`config.mk`:
```
export PLATFORM = sky130hd
export DESIGN_NAME = johnson_code_decode
export DESIGN_NICKNAME = d
export VERILOG_FILES = /design/src/rtl/johnson_pkg.sv /design/src/rtl/johnson_code_decode.sv
export SDC_FILE = /design/constraint.sdc
export NUM_CORES = 1
export LEC_CHECK = 0
export ABC_CLOCK_PERIOD_IN_PS = 800
export BUFFER_PORTS_ARGS = -buffer_cell sky130_fd_sc_hd__buf_2
export CORE_AREA = 3 3 40 42
export DETAILED_ROUTE_END_ITERATION = 8
export DIE_AREA = 0 0 43 45
export PLACE_DENSITY = 0.32
export REMOVE_ABC_BUFFERS = 1
export SLEW_MARGIN = 20
export SYNTH_ARGS = -nofsm -noshare
export SYNTH_HDL_FRONTEND = slang
export SYNTH_SLANG_ARGS = --single-unit
```
`constraint.sdc`:
```
create_clock -name vclk -period 0.8
set_input_delay 0.04 -clock vclk [all_inputs]
set_output_delay 0.04 -clock vclk [all_outputs]
set_load 0.005 [all_outputs]
```
`src/rtl/johnson_pkg.sv`:
```
// Shared types and code table for receivers of the 4-bit Johnson count stream.
package johnson_pkg;

  typedef enum logic [1:0] {
    SEARCH = 2'd0,
    VERIFY = 2'd1,
    LOCKED = 2'd2
  } state_t;

  localparam logic [3:0] CODE_0 = 4'b0000;
  localparam logic [3:0] CODE_1 = 4'b1000;
  localparam logic [3:0] CODE_2 = 4'b1100;
  localparam logic [3:0] CODE_3 = 4'b1110;
  localparam logic [3:0] CODE_4 = 4'b1111;
  localparam logic [3:0] CODE_5 = 4'b0111;
  localparam logic [3:0] CODE_6 = 4'b0011;
  localparam logic [3:0] CODE_7 = 4'b0001;

  // Returns {legal, count[2:0]}; illegal words map to {0, 000}.
  function automatic logic [3:0] johnson_lookup(input logic [3:0] code);
    logic [3:0] res;
    case (code)
      CODE_0:  res = 4'b1_000;
      CODE_1:  res = 4'b1_001;
      CODE_2:  res = 4'b1_010;
      CODE_3:  res = 4'b1_011;
      CODE_4:  res = 4'b1_100;
      CODE_5:  res = 4'b1_101;
      CODE_6:  res = 4'b1_110;
      CODE_7:  res = 4'b1_111;
      default: res = 4'b0_000;
    endcase
    return res;
  endfunction

endpackage

```
`src/rtl/johnson_code_decode.sv`:
```
// Combinational Johnson code word decoder: legal flag plus binary count.
module johnson_code_decode
  import johnson_pkg::*;
(
  input  logic [3:0] code,
  output logic       legal,
  output logic [2:0] value
);

  logic [3:0] lookup;

  assign lookup = johnson_lookup(code);
  assign legal  = lookup[3];
  assign value  = lookup[2:0];

endmodule

```
==> metrics, run 1 <==
gr usage total 2.24%; first-pass GRT wire length 372 um; Core Region 1280 um2; clock network power share 0%; Slew Limit Headroom 87.4%; via count 106; Slew Limit Fails 0; internal power 31.9 uW; drt drc 0; row cnt 13; Sw Share 51.0%; placed cells 35; Worst EP required 0.76 ns; CP Capture Type output port; Pwr Density 526 nW/um2; Layout Area Growth over Synthesis 90.4%; CP startpoint code[2]; total die area 1940 um2; placer congestion estimate 0.624; sequential group share of total power 0%; NetSw 33.2 uW; ANT nets after route 0; Post-CTS Setup Repair Bufs 0; RSZ-0062 raised after global routing no; Leak 0.0000575 uW; n_diodes 0; post-route clock period utilization 87.9%; CP max FO 6; Detailed Place HPWL 199 um; # resized after CTS 0; final net count 26; status completed; Sum Neg Setup Slack 0 ns; Cell Count, Final, Fillers Out 35; # clk buffers 0; vias per cell 3.03; Die X 43 um; hold buffer count at CTS 0; initial core utilization 5.06%; initial drt markers 0; I/O pin count 8; Cells after Synth 12; Syn Area/Cell 5.42 um2; Seq. cell area 0 um2; vias in the first global route 89; data arrival time of the critical path 0.66 ns; max cap viols 0; worst hold path type input pin to output port; Logic pwr share 100.0%; Mapped Area 65.1 um2; minimum clock period 0.704 ns; Distinct cells, synth 8; Max VDD drop 0.0000582 V; Startpoint Class input pin; layout cells sized above 1 40.0%; sequential-to-total area share from yosys stat 0%; initial antenna violation count 0; HP Start code[0]; final core occ 9.64%; Synthesis Warnings 0; number of port buffers 8; GRT overflow 0; drt wl/cell 6.74 um; Die H 45 um; setup violators final 0; drt total wl 236 um; kind of critical path input pin to output port; Detailed Routing Iterations Pass 1 1; pin count of the biggest net entering global routing 7; FMAX 1.42 GHz; FFs & Latches 0; Worst Tran Pin Value 0.188 ns; Hold Vio Cnt, Final 0; Total Power 65.1 uW
logic make-up (layout without fill, tap and decap cells):
| family | after synthesis | after routing | share of synthesized area (%) |
|---|---|---|---|
| buffers and inverters | 0 | 8 | 0 |
| and+or+nand+nor | 6 | 6 | 38.5 |
| xor gates and xnor gates | 2 | 2 | 26.9 |
| AOI/OAI and AO/OA | 4 | 4 | 34.6 |
routing by layer:
layer  vias to the layer above  global-route usage, %  routed length (um)
met5                         -                      0                   0
met4                         0                      0                   0
met3                         0                  0.398                  18
met2                         3                   3.89                 117
met1                        46                   3.10                 100
li1                         57                      -                   -
critical path, stage by stage:
cell and delay (ns):
buf_2 0.14, nor2_1 0.14, a21oi_1 0.07, a21oi_1 0.14
buf_2 0.12
worst paths after layout:
kind | endpoint | slack [ns] | depth (start not counted)
worst min-delay path | legal | 0.42 | 3
worst max-delay path | legal | 0.1 | 5
synthesized netlist by cell type:
cell / instances / area (um2)
nor2b_1: 1 / 6.26
xor2_1: 1 / 8.76
a21oi_1: 2 / 10.0
nand2_1: 2 / 7.51
xnor2_1: 1 / 8.76
a211oi_1: 1 / 7.51
nor2_1: 3 / 11.3
o21ai_0: 1 / 5.00
cell usage in the layout (no fill, tap or decap), drive strengths merged:
cell type  instances
a211oi             1
a21oi              2
buf                8
nand2              2
nor2               3
nor2b              1
o21ai              1
xnor2              1
xor2               1
metrics by stage:
step / hold WS (ns) / worst slack, ns / area, um2
floorplan: 0.131 / 0.384 / 65.1
global placement: 0.418 / 0.0955 / 124
detailed placement: 0.416 / 0.0928 / 124
CTS: 0.416 / 0.0913 / 124
global route: 0.449 / 0.0405 / 124
finish: 0.417 / 0.0964 / 124
final cells by class:
| type | instances | area [um2] |
|---|---|---|
| multi-input combinational | 12 | 65.1 |
| timing repair buffer | 8 | 40.0 |
| tap | 15 | 18.8 |
| fill | 154 | 1160 |
power by group through the flow:
stage                     Clock (uW)  Sequential [uW]  Combinational [uW]
after detailed placement           0                0                65.7
after global routing               0                0                72.3
after CTS                          0                0                66.3
after global placement             0                0                66.3
final                              0                0                65.1
after floorplan                    0                0                27.9
No activity file was read; power rests on OpenSTA's default activity.
==> run 2, diff against run 1 <==
--- a/config.mk
+++ b/config.mk
@@ -10,6 +10,7 @@
 export CORE_AREA = 3 3 40 42
 export DETAILED_ROUTE_END_ITERATION = 8
 export DIE_AREA = 0 0 43 45
+export GPL_TIMING_DRIVEN = 0
 export PLACE_DENSITY = 0.32
 export REMOVE_ABC_BUFFERS = 1
 export SLEW_MARGIN = 20
==> metrics, run 2 (same netlist as run 1, synthesis figures left out) <==
RSZ-0062 raised after global routing no; Slew Limit Fails 0; initial core utilization 5.06%; # resized after CTS 0; Die X 43 um; placer congestion estimate 0.603; initial antenna violation count 0; row cnt 13; pin count of the biggest net entering global routing 7; vias in the first global route 99; status completed; ANT nets after route 0; via count 98; first-pass GRT wire length 420 um; CP max FO 6; Sum Neg Setup Slack 0 ns; Leak 0.0000575 uW; commonest non-fill, non-tap cell in the layout buf_2; GRT Max-Usage Layer met2; Detailed Place HPWL 206 um; FFs & Latches 0; Global Route met2 Usage 4.19%; Worst Tran Pin Value 0.185 ns; drt drc 0; drt wl/cell 6.80 um; GR Layer Usage met1 3.81%; Slew Limit Headroom 87.6%; n_diodes 0; final instance area 124 um2; hold buffer count at CTS 0; Max VDD drop 0.0000756 V; Core Region 1280 um2; minimum clock period 0.708 ns; GRT overflow 0; Worst EP required 0.76 ns; Seq. cell area 0 um2; worst hold path type input pin to output port; FMAX 1.41 GHz; data arrival time of the critical path 0.67 ns; post-route clock period utilization 88.4%; Detailed Routing Iterations Pass 1 2; final net count 26; Startpoint Class input pin; layout cells sized above 1 40.0%; Layout Area Growth over Synthesis 90.4%; I/O pin count 8; initial drt markers 4; final core occ 9.64%; gr usage total 2.57%; met3 global-route usage 0.398%; # clk buffers 0; drt total wl 238 um; number of port buffers 8; CP Capture Type output port; max cap viols 0; setup violators final 0; commonest cells after routing, fill and taps aside buf_2 (8), nor2_1 (3), a21oi_1 (2), nand2_1 (2); Post-CTS Setup Repair Bufs 0; Hold Vio Cnt, Final 0; kind of critical path input pin to output port; Die H 45 um; total die area 1940 um2; vias per cell 2.80; DP Area 124 um2; Pwr Density 525 nW/um2
[run 2: cell counts in the layout (fill, tap and decap cells not counted)]
No cell type changed its count.
[run 2: per-layer routing]
metal | wire length (um) | up-vias | share of wire, %
met5 | 0 | - | 0
li1 | - | 57 | -
met1 | 105 | 38 | 44
met4 | 0 | 0 | 0
met3 | 19 | 0 | 8.0
met2 | 113 | 3 | 47
[run 2: per-stage QoR]
step | instances | worst slack (ns) | hold WS [ns] | power (uW)
3_5_place_dp | 35 | 0.0889 | 0.417 | 65.8
3_3_place_gp | 35 | 0.0959 | 0.418 | 66.2
6_report | 35 | 0.0925 | 0.414 | 65.0
2_1_floorplan | 12 | 0.384 | 0.131 | 27.9
4_1_cts | 35 | 0.0870 | 0.417 | 66.2
5_1_grt | 35 | 0.0208 | 0.450 | 74.1
[run 2: worst paths after layout]
check             startpoint     to  slack, ns  cells after the start
setup / recovery     code[2]  legal       0.09                      5
hold / removal       code[0]  legal       0.41                      3
[run 2: area by class of cell]
type	count	area [um2]
Tap cell	15	18.8
Fill cell	152	1160
Multi-Input combinational cell	12	65.1
Timing Repair Buffer	8	40.0
[run 2: power by group]
part / internal, uW / switching [uW] / leakage (uW) / total (uW)
Combinational: 31.9 / 33.1 / 0.0000575 / 65.0
Sequential: 0 / 0 / 0 / 0
Clock: 0 / 0 / 0 / 0
[run 2: worst max-delay path: stages]
cell and delay (ns):
buf_2 0.14, nor2_1 0.15, a21oi_1 0.07, a21oi_1 0.14
buf_2 0.12
